==> config.mk <==
export PLATFORM = sky130hd
export DESIGN_NAME = up_regmap_bank
export DESIGN_NICKNAME = d
export VERILOG_FILES = /design/src/rtl/up_regmap_bank.sv
export SDC_FILE = /design/constraint.sdc
export NUM_CORES = 1
export LEC_CHECK = 0
export CORE_AREA = 2 2 432 434
export DETAILED_ROUTE_END_ITERATION = 7
export DIE_AREA = 0 0 434 436
export PLACE_DENSITY_LB_ADDON = 0.15
export SYNTH_ARGS = -nofsm -noshare
export SYNTH_HDL_FRONTEND = slang
export SYNTH_SLANG_ARGS = --single-unit
==> constraint.sdc <==
create_clock -name clk -period 3.15 [get_ports clk]
set_input_delay 0.7875 -clock clk [delete_from_list [all_inputs] [get_ports clk]]
set_output_delay 0.7875 -clock clk [all_outputs]
set_load 0.05 [all_outputs]
==> src/rtl/up_regmap_bank.sv <==
// Parameterised up-bus register bank with RW / W1C / W1S / RO bit classes.
// Optional interrupt mask register and irq output when REGMAP_IRQ_EN is defined.

module up_regmap_reg #(
  parameter int                    DATA_WIDTH = 32,
  parameter logic [DATA_WIDTH-1:0] RST        = '0,
  parameter logic [DATA_WIDTH-1:0] RW         = '1,
  parameter logic [DATA_WIDTH-1:0] W1C        = '0,
  parameter logic [DATA_WIDTH-1:0] W1S        = '0
) (
  input  logic                  clk,
  input  logic                  reset,
  input  logic                  we,
  input  logic [DATA_WIDTH-1:0] wdata,
  input  logic [DATA_WIDTH-1:0] hw_ro,
  input  logic [DATA_WIDTH-1:0] hw_set,
  output logic [DATA_WIDTH-1:0] q,
  output logic [DATA_WIDTH-1:0] pulse,
  output logic [DATA_WIDTH-1:0] rval
);
  // W1C beats W1S beats RW; whatever is left is read-only
  localparam logic [DATA_WIDTH-1:0] C_W1C   = W1C;
  localparam logic [DATA_WIDTH-1:0] C_W1S   = W1S & ~W1C;
  localparam logic [DATA_WIDTH-1:0] C_RW    = RW & ~W1C & ~W1S;
  localparam logic [DATA_WIDTH-1:0] C_STORE = C_RW | C_W1C;
  localparam logic [DATA_WIDTH-1:0] C_RO    = ~(C_STORE | C_W1S);

  logic [DATA_WIDTH-1:0] rw_nxt, w1c_nxt;

  assign rw_nxt  = we ? wdata : q;
  // hw_set is applied after the clear so a simultaneous set wins
  assign w1c_nxt = (q & ~(we ? wdata : '0)) | hw_set;

  always_ff @(posedge clk) begin
    if (reset) begin
      q     <= RST & C_STORE;
      pulse <= '0;
    end else begin
      q     <= (rw_nxt & C_RW) | (w1c_nxt & C_W1C);
      pulse <= we ? (wdata & C_W1S) : '0;
    end
  end

  assign rval = q | (hw_ro & C_RO);
endmodule

module up_regmap_bank #(
  parameter int                                NUM_REGS    = 8,
  parameter int                                DATA_WIDTH  = 32,
  parameter int                                ADDR_WIDTH  = 14,
  parameter logic [ADDR_WIDTH-1:0]             BASE_ADDR   = 'h0000,
  parameter logic [NUM_REGS*DATA_WIDTH-1:0]    RESET_VALUE = '0,
  parameter logic [NUM_REGS*DATA_WIDTH-1:0]    RW_MASK     = '1,
  parameter logic [NUM_REGS*DATA_WIDTH-1:0]    W1C_MASK    = '0,
  parameter logic [NUM_REGS*DATA_WIDTH-1:0]    W1S_MASK    = '0
) (
  input  logic                           clk,
  input  logic                           reset,
  input  logic                           up_wreq,
  input  logic [ADDR_WIDTH-1:0]          up_waddr,
  input  logic [DATA_WIDTH-1:0]          up_wdata,
  output logic                           up_wack,
  input  logic                           up_rreq,
  input  logic [ADDR_WIDTH-1:0]          up_raddr,
  output logic [DATA_WIDTH-1:0]          up_rdata,
  output logic                           up_rack,
  input  logic [NUM_REGS*DATA_WIDTH-1:0] hw_ro,
  input  logic [NUM_REGS*DATA_WIDTH-1:0] hw_set,
  output logic [NUM_REGS*DATA_WIDTH-1:0] reg_q,
  output logic [NUM_REGS*DATA_WIDTH-1:0] reg_pulse
`ifdef REGMAP_IRQ_EN
  ,
  output logic                           irq
`endif
);
  logic [NUM_REGS-1:0]                 wsel, rsel;
  logic [NUM_REGS-1:0][DATA_WIDTH-1:0] q_arr, pulse_arr, rval;
  logic [DATA_WIDTH-1:0]               rd_mux;

  for (genvar i = 0; i < NUM_REGS; i++) begin : g_reg
    assign wsel[i] = up_wreq && (up_waddr == BASE_ADDR + ADDR_WIDTH'(i));
    assign rsel[i] = up_rreq && (up_raddr == BASE_ADDR + ADDR_WIDTH'(i));

    up_regmap_reg #(
      .DATA_WIDTH (DATA_WIDTH),
      .RST        (RESET_VALUE[i*DATA_WIDTH +: DATA_WIDTH]),
      .RW         (RW_MASK[i*DATA_WIDTH +: DATA_WIDTH]),
      .W1C        (W1C_MASK[i*DATA_WIDTH +: DATA_WIDTH]),
      .W1S        (W1S_MASK[i*DATA_WIDTH +: DATA_WIDTH])
    ) u_reg (
      .clk    (clk),
      .reset  (reset),
      .we     (wsel[i]),
      .wdata  (up_wdata),
      .hw_ro  (hw_ro[i*DATA_WIDTH +: DATA_WIDTH]),
      .hw_set (hw_set[i*DATA_WIDTH +: DATA_WIDTH]),
      .q      (q_arr[i]),
      .pulse  (pulse_arr[i]),
      .rval   (rval[i])
    );
  end

  assign reg_q     = q_arr;
  assign reg_pulse = pulse_arr;

`ifdef REGMAP_IRQ_EN
  logic [NUM_REGS-1:0] irq_mask, pend;
  logic                msel_w, msel_r;

  assign msel_w = up_wreq && (up_waddr == BASE_ADDR + ADDR_WIDTH'(NUM_REGS));
  assign msel_r = up_rreq && (up_raddr == BASE_ADDR + ADDR_WIDTH'(NUM_REGS));

  for (genvar i = 0; i < NUM_REGS; i++) begin : g_pend
    assign pend[i] = |(q_arr[i] & W1C_MASK[i*DATA_WIDTH +: DATA_WIDTH]);
  end

  always_ff @(posedge clk) begin
    if (reset) begin
      irq_mask <= '0;
      irq      <= 1'b0;
    end else begin
      if (msel_w) irq_mask <= up_wdata[NUM_REGS-1:0];
      irq <= |(irq_mask & pend);
    end
  end
`endif

  // Only selected lanes contribute, so idle and out-of-range reads give zero
  always_comb begin
    rd_mux = '0;
    for (int i = 0; i < NUM_REGS; i++)
      if (rsel[i]) rd_mux |= rval[i];
`ifdef REGMAP_IRQ_EN
    if (msel_r) rd_mux |= DATA_WIDTH'(irq_mask);
`endif
  end

  always_ff @(posedge clk) begin
    if (reset) begin
      up_wack  <= 1'b0;
      up_rack  <= 1'b0;
      up_rdata <= '0;
    end else begin
      up_wack  <= up_wreq;
      up_rack  <= up_rreq;
      up_rdata <= rd_mux;
    end
  end
endmodule

; ---- Word level (Yosys, flattened, before mapping)
; Cells that the tools add are included.
[classes]
reduce_logical = 18
eq_ne = 14
bitwise = 7
n_mux = 8
[op_table]
columns = op, count
row1 = 32-bit two-way mux, 8
row2 = 32-bit bitwise OR, 7
row3 = "14-bit by 3-bit equality test with 1-bit output, second input constant", 8
row4 = "14-bit by 2-bit equality test with 1-bit output, second input constant", 4
row5 = "14-bit by 1-bit equality test with 1-bit output, second input constant", 2
row6 = 14-bit logical NOT, 2
row7 = 1-bit logical AND, 16
[totals]
wordCells = 58
input_bits = 576
out_inout_bits = 546
ff_bits = 290

; ---- Logic depth before layout (Yosys ltp)
; Gate-level depths: netlist (run 1).
[logic_depth]
ltp_word = 17
depth_mapped = 7
ltp_nobuf = 4

; ---- Modules after synthesis
; A second synthesis (run 1) with hierarchy kept.
[unflattened]
hier_cells = 1549
hier_area_um2 = 16051.6
[by_module_without_submodules]
columns = module, cells_per_inst, area_each_um2, n_inst
row1 = up_regmap_reg, 168, 1647.8, 8
row2 = up_regmap_bank, 205, 2869.0, 1

; ---- Least setup slack after synthesis (run 1)
; No wires, ideal clock.
[synth_timing]
path_kind = in2reg
start = input up_waddr[10]
end = register g_reg[0].u_reg.q[21]
n_path_buf = 2
t_required_ps = 3022
path_slack_ps = 691
arrival_ps = 2332
setup_time_ps = 128
cell_stages = 6
cell_sequence = nor4b_1 buf_1 nand4_4 buf_6 mux2i_1 nor2_1
[synth_via]
elab_chain_len = 2
[synth_lines]
columns = item, line
row1 = from (decl), 60  ; input logic [ADDR_WIDTH-1:0] up_waddr,
row2 = 14-bit logical NOT, 81  ; assign wsel[i] = up_wreq && (up_waddr == BASE_ADDR + ADDR_WIDTH'(i));
row3 = 1-bit logical AND, 81
row4 = to (signal assigned), 36  ; q <= RST & C_STORE;
row5 = to (signal assigned), 39  ; q <= (rw_nxt & C_RW) | (w1c_nxt & C_W1C);
row6 = to (decl), 17  ; output logic [DATA_WIDTH-1:0] q,
; No other way between the ends.
; A chain may end at the register's enable or synchronous reset.

; ---- Worst setup path after layout (run 1)
[layout_timing]
start = register up_rdata[18]
end = output up_rdata[18]
[layout_lines]
columns = item, line
row1 = from (decl), 65  ; output logic [DATA_WIDTH-1:0] up_rdata,
row2 = from (signal assigned), 146  ; up_rdata <= rd_mux;
; No word-level cell between the ends.

==> flow_summary.ini, run 1 <==
[outcome]
outcome = finished clean

[floorplanning]
ios = 1122
dieArea_mm2 = 0.189
rows = 158
start_util = 0.0773
die_h_um = 436
die_x_um = 434
core_area_mm2 = 0.185

[yosys]
syn-cell-area_mm2 = 0.0143
avgSynthCellArea_um2 = 9.75
yosys_register_bits = 290
yosysSeqAreaShare = 0.407
ys_top_cells_by_area = dfxtp_1 (41%), mux2i_1 (20%), buf_4 (13%), nor2_1 (7.6%), mux2_2 (5.0%)
synth_cells = 1464
yosysUniqueCellTypes = 25
yosys.area.top_type = dfxtp_1
post-synth-top-area-fraction = 0.407
yosys_warnings = 0

[clocking]
numCtsBuffers = 43
path_clk_slew_ps = 50
htree_levels = 2
clk_path_buf_depth = 3
cts-root-buf = clkbuf_16
clk_latency_ps = 610
cts_sinks = 290
ctsHoldBuffers = 0
cts_resized = 0
post_cts_buffers = 0
cts_tree = yes

[setup_path]
path_cells = clkdlybuf4s50_1
crit_end = up_rdata[18]
crit_type = flop to output port
critPathTopFamily = buffers and inverters
cp-end-kind = output port
critPathMaxFanout = 1
slowest_delay_ps = 980
ff2ff_setup_slack_ps = 1660
slowest_stage = clkdlybuf4s50_1
path_buf_inv = 1
r2r_start = g_reg[6].u_reg.q[23]$_SDFFE_PP0P_
worstPathRequired_ps = 2360
cp-startpoint = up_rdata[18]$_SDFF_PP0_
timing.rr.end = up_rdata[23]$_SDFF_PP0_
path_depth = 1
start_kind = flop
critical_path_arrival_ps = 2000
rr_worst_depth = 5

[sta]
clock_skew_ps = 15.8
setup_tns_ps = 0
post-route-period-util = 0.884
fin_ws_ps = 365
worst_pin_slew_ps = 964
slew_headroom = 0.357
hold_viol = 0
finalSetupViolCount = 0
fmax_ghz = 0.359
slew_viol_final = 0
min_period_ps = 2790
rsz0062_at_grt = false

[cells_and_area]
multi_input_area_mm2 = 0.00689
seqCellArea_mm2 = 0.00581
fin_nets = 2373
layout-drive-gt1-share = 0.136
syn2layout_area_growth_pct = 49.7
fin_util = 0.116
fillers = 21262
fin_cells = 4315

[grt]
antenna_found_initial = 17
grt_pass1_vias = 10994
grt_pass1_wl_mm = 104
gr-total-overflow = 0
grtUsageTotal = 0.0802
grt_max_degree = 131

[routing]
drt_iter0_drc = 418
postRouteWirelength_mm = 78.2
dr.pass1.iters = 4
vias = 11039
wl_per_cell_um = 18.1
drc = 0
routed_via_density = 2.56
ant_nets = 0

[place]
dpl.hpwl_mm = 56.6
portBuffers = 353
place_ws_ps = 27.2
placedCellCount = 4232
place_congestion = 0.665

[run]
drv_cap = 0

[power]
power.leakage_nw = 9.29
power.density_mw_per_mm2 = 461
power_mw = 9.85
irDropWorstVdd_uv = 354

[worst_hold_path]
hold_depth = 2
min-delay-path-class = flop to flop
[synthesized netlist by cell type]
| master | number |
|---|---|
| nor3b_1 | 4 |
| a221oi_1 | 32 |
| buf_2 | 4 |
| and3b_1 | 3 |
| and3_1 | 1 |
| nor2_1 | 289 |
| buf_6 | 24 |
| buf_1 | 5 |
| buf_4 | 256 |
| mux2_2 | 64 |
| mux2i_1 | 288 |
| clkbuf_1 | 87 |
| nor4b_1 | 1 |
| nor2b_1 | 3 |
| nand4_4 | 8 |
| dfxtp_1 | 290 |
| nor4_1 | 2 |
| conb_1 | 1 |
| nand4_1 | 1 |
| a21oi_1 | 32 |
| nor3_1 | 2 |
| or2_2 | 32 |
| nor4_4 | 2 |
| nand2_1 | 1 |
| a22oi_1 | 32 |
[layout make-up]
cell class,instances,area share
Antenna cell,5,0.000586
Tap cell,2480,0.145
Clock inverter,13,0.00732
Timing Repair Buffer,409,0.193
Multi-Input combinational cell,1053,0.323
Sequential cell,290,0.272
Clock buffer,65,0.0599
[tightest hold or removal path: cells and delay by family (launching register included)]
| family | cells | cell delay [ps] |
|---|---|---|
| muxes | 1 | 70 |
| and+or+nand+nor | 1 | 70 |
| DFF | 1 | 340 |
[cell families (layout without fill, tap and decap cells)]
family | after synthesis | in the layout | synth area share
multiplexers | 352 | 352 | 0.252
AND/OR/NAND/NOR | 349 | 349 | 0.114
flip-flops | 290 | 290 | 0.407
buffers and inverters | 376 | 487 | 0.179
other | 1 | 261 | 0.000263
AO/OA/AOI/OAI | 96 | 96 | 0.0477
[layer usage]
metal	wire [um]	vias to the layer above	track usage
met2	34100	495	0.124
met4	1630	8	0.0184
met3	7510	79	0.0344
met1	34900	5332	0.102
met5	48	-	0
li1	-	5125	-
[worst min-delay path by stage]
stage                                      start                                 to  slack (ps)
2_1_floorplan  g_reg[5].u_reg.q[10]$_SDFFE_PP0P_  g_reg[5].u_reg.q[10]$_SDFFE_PP0P_         750
3_3_place_gp    g_reg[6].u_reg.q[9]$_SDFFE_PP0P_   g_reg[6].u_reg.q[9]$_SDFFE_PP0P_         510
3_5_place_dp   g_reg[3].u_reg.q[22]$_SDFFE_PP0P_  g_reg[3].u_reg.q[22]$_SDFFE_PP0P_         510
4_1_cts                                    reset  g_reg[3].u_reg.q[19]$_SDFFE_PP0P_         470
5_1_grt                                    reset  g_reg[3].u_reg.q[18]$_SDFFE_PP0P_         510
6_report       g_reg[2].u_reg.q[19]$_SDFFE_PP0P_  g_reg[2].u_reg.q[19]$_SDFFE_PP0P_         520
[cells in the final DEF (no fill, tap or decap)]
cell type and count:
clkbuf_1 10, dfxtp_1 290, nor4_4 2, nor4b_2 1, or2_2 32, nand2_2 1, nor3b_1 3, clkinv_2 6
nor4_1 2, inv_16 2, and3b_1 3, a221oi_1 32, bufinv_16 2, inv_6 3, nor2_4 1, nor3b_2 1
buf_6 1, buf_12 15, clkbuf_16 43, buf_8 1, nor2b_4 1, mux2i_1 288, buf_2 2, nand4_1 1
nand4_4 8, conb_1 256, a21oi_1 32, clkbuf_8 12, mux2_2 64, diode_2 5, nor2_1 288, clkdlybuf4s50_1 340
a22oi_1 32, and3_1 1, nor2b_1 2, nor3_1 2, buf_4 50
[power breakdown]
| group | leakage [nW] | switching [mW] | internal, mW | total (mW) |
|---|---|---|---|---|
| sequential | 2.33 | 0.000930 | 3.67 | 3.67 |
| clock | 0.713 | 2.08 | 2.99 | 5.07 |
| combinational | 6.24 | 0.963 | 0.144 | 1.11 |
| total | 9.29 | 3.05 | 6.80 | 9.85 |
[state kept, by name (all words and copies together) (netlist names)]
name and cells:
g.u_reg.q 256, up_rdata 32, up_rack 1, up_wack 1
[metrics by stage]
stage	hold slack, ps	instance area, um2
2_1_floorplan	754	15200
3_3_place_gp	508	19900
3_5_place_dp	511	19900
4_1_cts	470	21400
5_1_grt	507	21400
6_report	519	21400
Power figures use the tool's default switching activity.
==> inputs of run 2 (changes only) <==
- CORE_AREA: 2 2 432 434 -> 5 5 435 437
- DIE_AREA: 0 0 434 436 -> 0 0 440 442
==> flow_summary.ini, run 2 (synthesis results as in run 1) <==
[floorplanning]
ios = 1122
dieArea_mm2 = 0.194
rows = 158
die_x_um = 440
start_util = 0.0773
core_area_mm2 = 0.185
die_h_um = 442

[outcome]
outcome = finished clean

[worst_hold_path]
min-delay-path-class = input pin to flop
hold_depth = 2
min_delay_worst_endpoint = g_reg[3].u_reg.q[18]$_SDFFE_PP0P_
min_from = reset

[clocking]
numCtsBuffers = 44
clk_path_buf_depth = 3
cts_sinks = 290
clk_latency_ps = 610
path_clk_slew_ps = 60
cts_resized = 0
htree_levels = 2
cts-root-buf = clkbuf_16
ctsHoldBuffers = 0
post_cts_buffers = 0
cts_tree = yes

[cells_and_area]
syn2layout_area_growth_pct = 50.0
largest_register_ffs = 256
fin_nets = 2371
fillers = 21209
top_regs = g.u_reg.q: 256 flops, up_rdata: 32 flops
final_common_cell = clkdlybuf4s50_1
final_cell_mix = clkdlybuf4s50_1 (338), dfxtp_1 (290), mux2i_1 (288), nor2_1 (288), conb_1 (256)
layout-drive-gt1-share = 0.137
largest-register = g.u_reg.q

[setup_path]
path_buf_inv = 1
timing.rr.end = up_rdata[23]$_SDFF_PP0_
critical_path_arrival_ps = 1990
start_kind = flop
critPathMaxFanout = 3
critPathTopFamily = buffers and inverters
ff2ff_setup_slack_ps = 1680
cp-end-kind = output port
path_cells = clkdlybuf4s50_1
crit_type = flop to output port
slowest_stage = clkdlybuf4s50_1
r2r_start = g_reg[2].u_reg.q[23]$_SDFFE_PP0P_
worstPathRequired_ps = 2360
rr_worst_depth = 5
slowest_delay_ps = 880

[routing]
drc = 0
vias = 10992
postRouteWirelength_mm = 77.9
drt_iter0_drc = 371
dr.pass1.iters = 5
wl_per_cell_um = 18.0
ant_nets = 0
routed_via_density = 2.55

[run]
drv_cap = 0

[sta]
clock_skew_ps = 29.5
finalSetupViolCount = 0
worst_pin_slew_ps = 853
hold_viol = 0
fmax_ghz = 0.360
post-route-period-util = 0.883
slew_viol_final = 0
rsz0062_at_grt = false
min_period_ps = 2780
fin_ws_ps = 370
slew_headroom = 0.431
setup_tns_ps = 0

[grt]
grtUsageTotal = 0.0772
antenna_found_initial = 17
gr-total-overflow = 0
grt_pass1_wl_mm = 104
grt_pass1_vias = 11276
grt_max_degree = 113

[power]
irDropWorstVdd_uv = 357
power.density_mw_per_mm2 = 455
power.leakage_nw = 9.29

[place]
dpl.hpwl_mm = 57.1
portBuffers = 353
place_congestion = 0.652
place_ws_ps = 158
-- run 2: where the power goes --
part           internal [mW]  total (mW)  leakage (nW)  switching (mW)
registers               3.67        3.67          2.33        0.000540
logic                  0.144        1.11          6.25           0.963
clock network           2.85        4.97         0.706            2.12
-- run 2: stage by stage --
| stage | utilization | total power [mW] | hold slack (ps) | cells | cell area, um2 |
|---|---|---|---|---|---|
| 3_3_place_gp | 0.108 | 4.87 | 508 | 4229 | 20000 |
| 5_1_grt | 0.116 | 10.2 | 465 | 4313 | 21400 |
| 3_5_place_dp | 0.108 | 4.87 | 515 | 4229 | 20000 |
| 6_report | 0.116 | 9.75 | 499 | 4317 | 21400 |
| 4_1_cts | 0.116 | 10.1 | 449 | 4309 | 21400 |
| 2_1_floorplan | - | 4.84 | 754 | 1719 | 15200 |
-- run 2: worst max path at each step --
stage,start,endpoint,slack [ps],depth (start not counted)
finish,g_reg[4].u_reg.q[22]$_SDFFE_PP0P_,reg_q[150],370,1
global route,g_reg[4].u_reg.q[22]$_SDFFE_PP0P_,reg_q[150],270,1
CTS,g_reg[3].u_reg.q[18]$_SDFFE_PP0P_,reg_q[114],250,1
detailed placement,up_waddr[10],g_reg[7].u_reg.q[30]$_SDFFE_PP0P_,160,8
global placement,up_waddr[10],g_reg[7].u_reg.q[30]$_SDFFE_PP0P_,180,8
floorplan,up_waddr[10],g_reg[0].u_reg.q[21]$_SDFFE_PP0P_,690,6
-- run 2: area by class of cell --
type                       instances  area [um2]  area share
multi-input combinational       1053        6890       0.322
antenna                            8        20.0    0.000935
clock inverter                    20         194     0.00906
tap                             2480        3100       0.145
timing repair buffer             406        4160       0.194
sequential                       290        5810       0.271
clock buffer                      60        1230      0.0575
-- run 2: routing by layer --
layer  global-route usage  wire, um  up-vias
met4               0.0182      1540        4
met5                    0        17        -
met3               0.0330      7760       84
met1               0.0972     34200     5282
met2                0.121     34400      507
li1                     -         -     5115
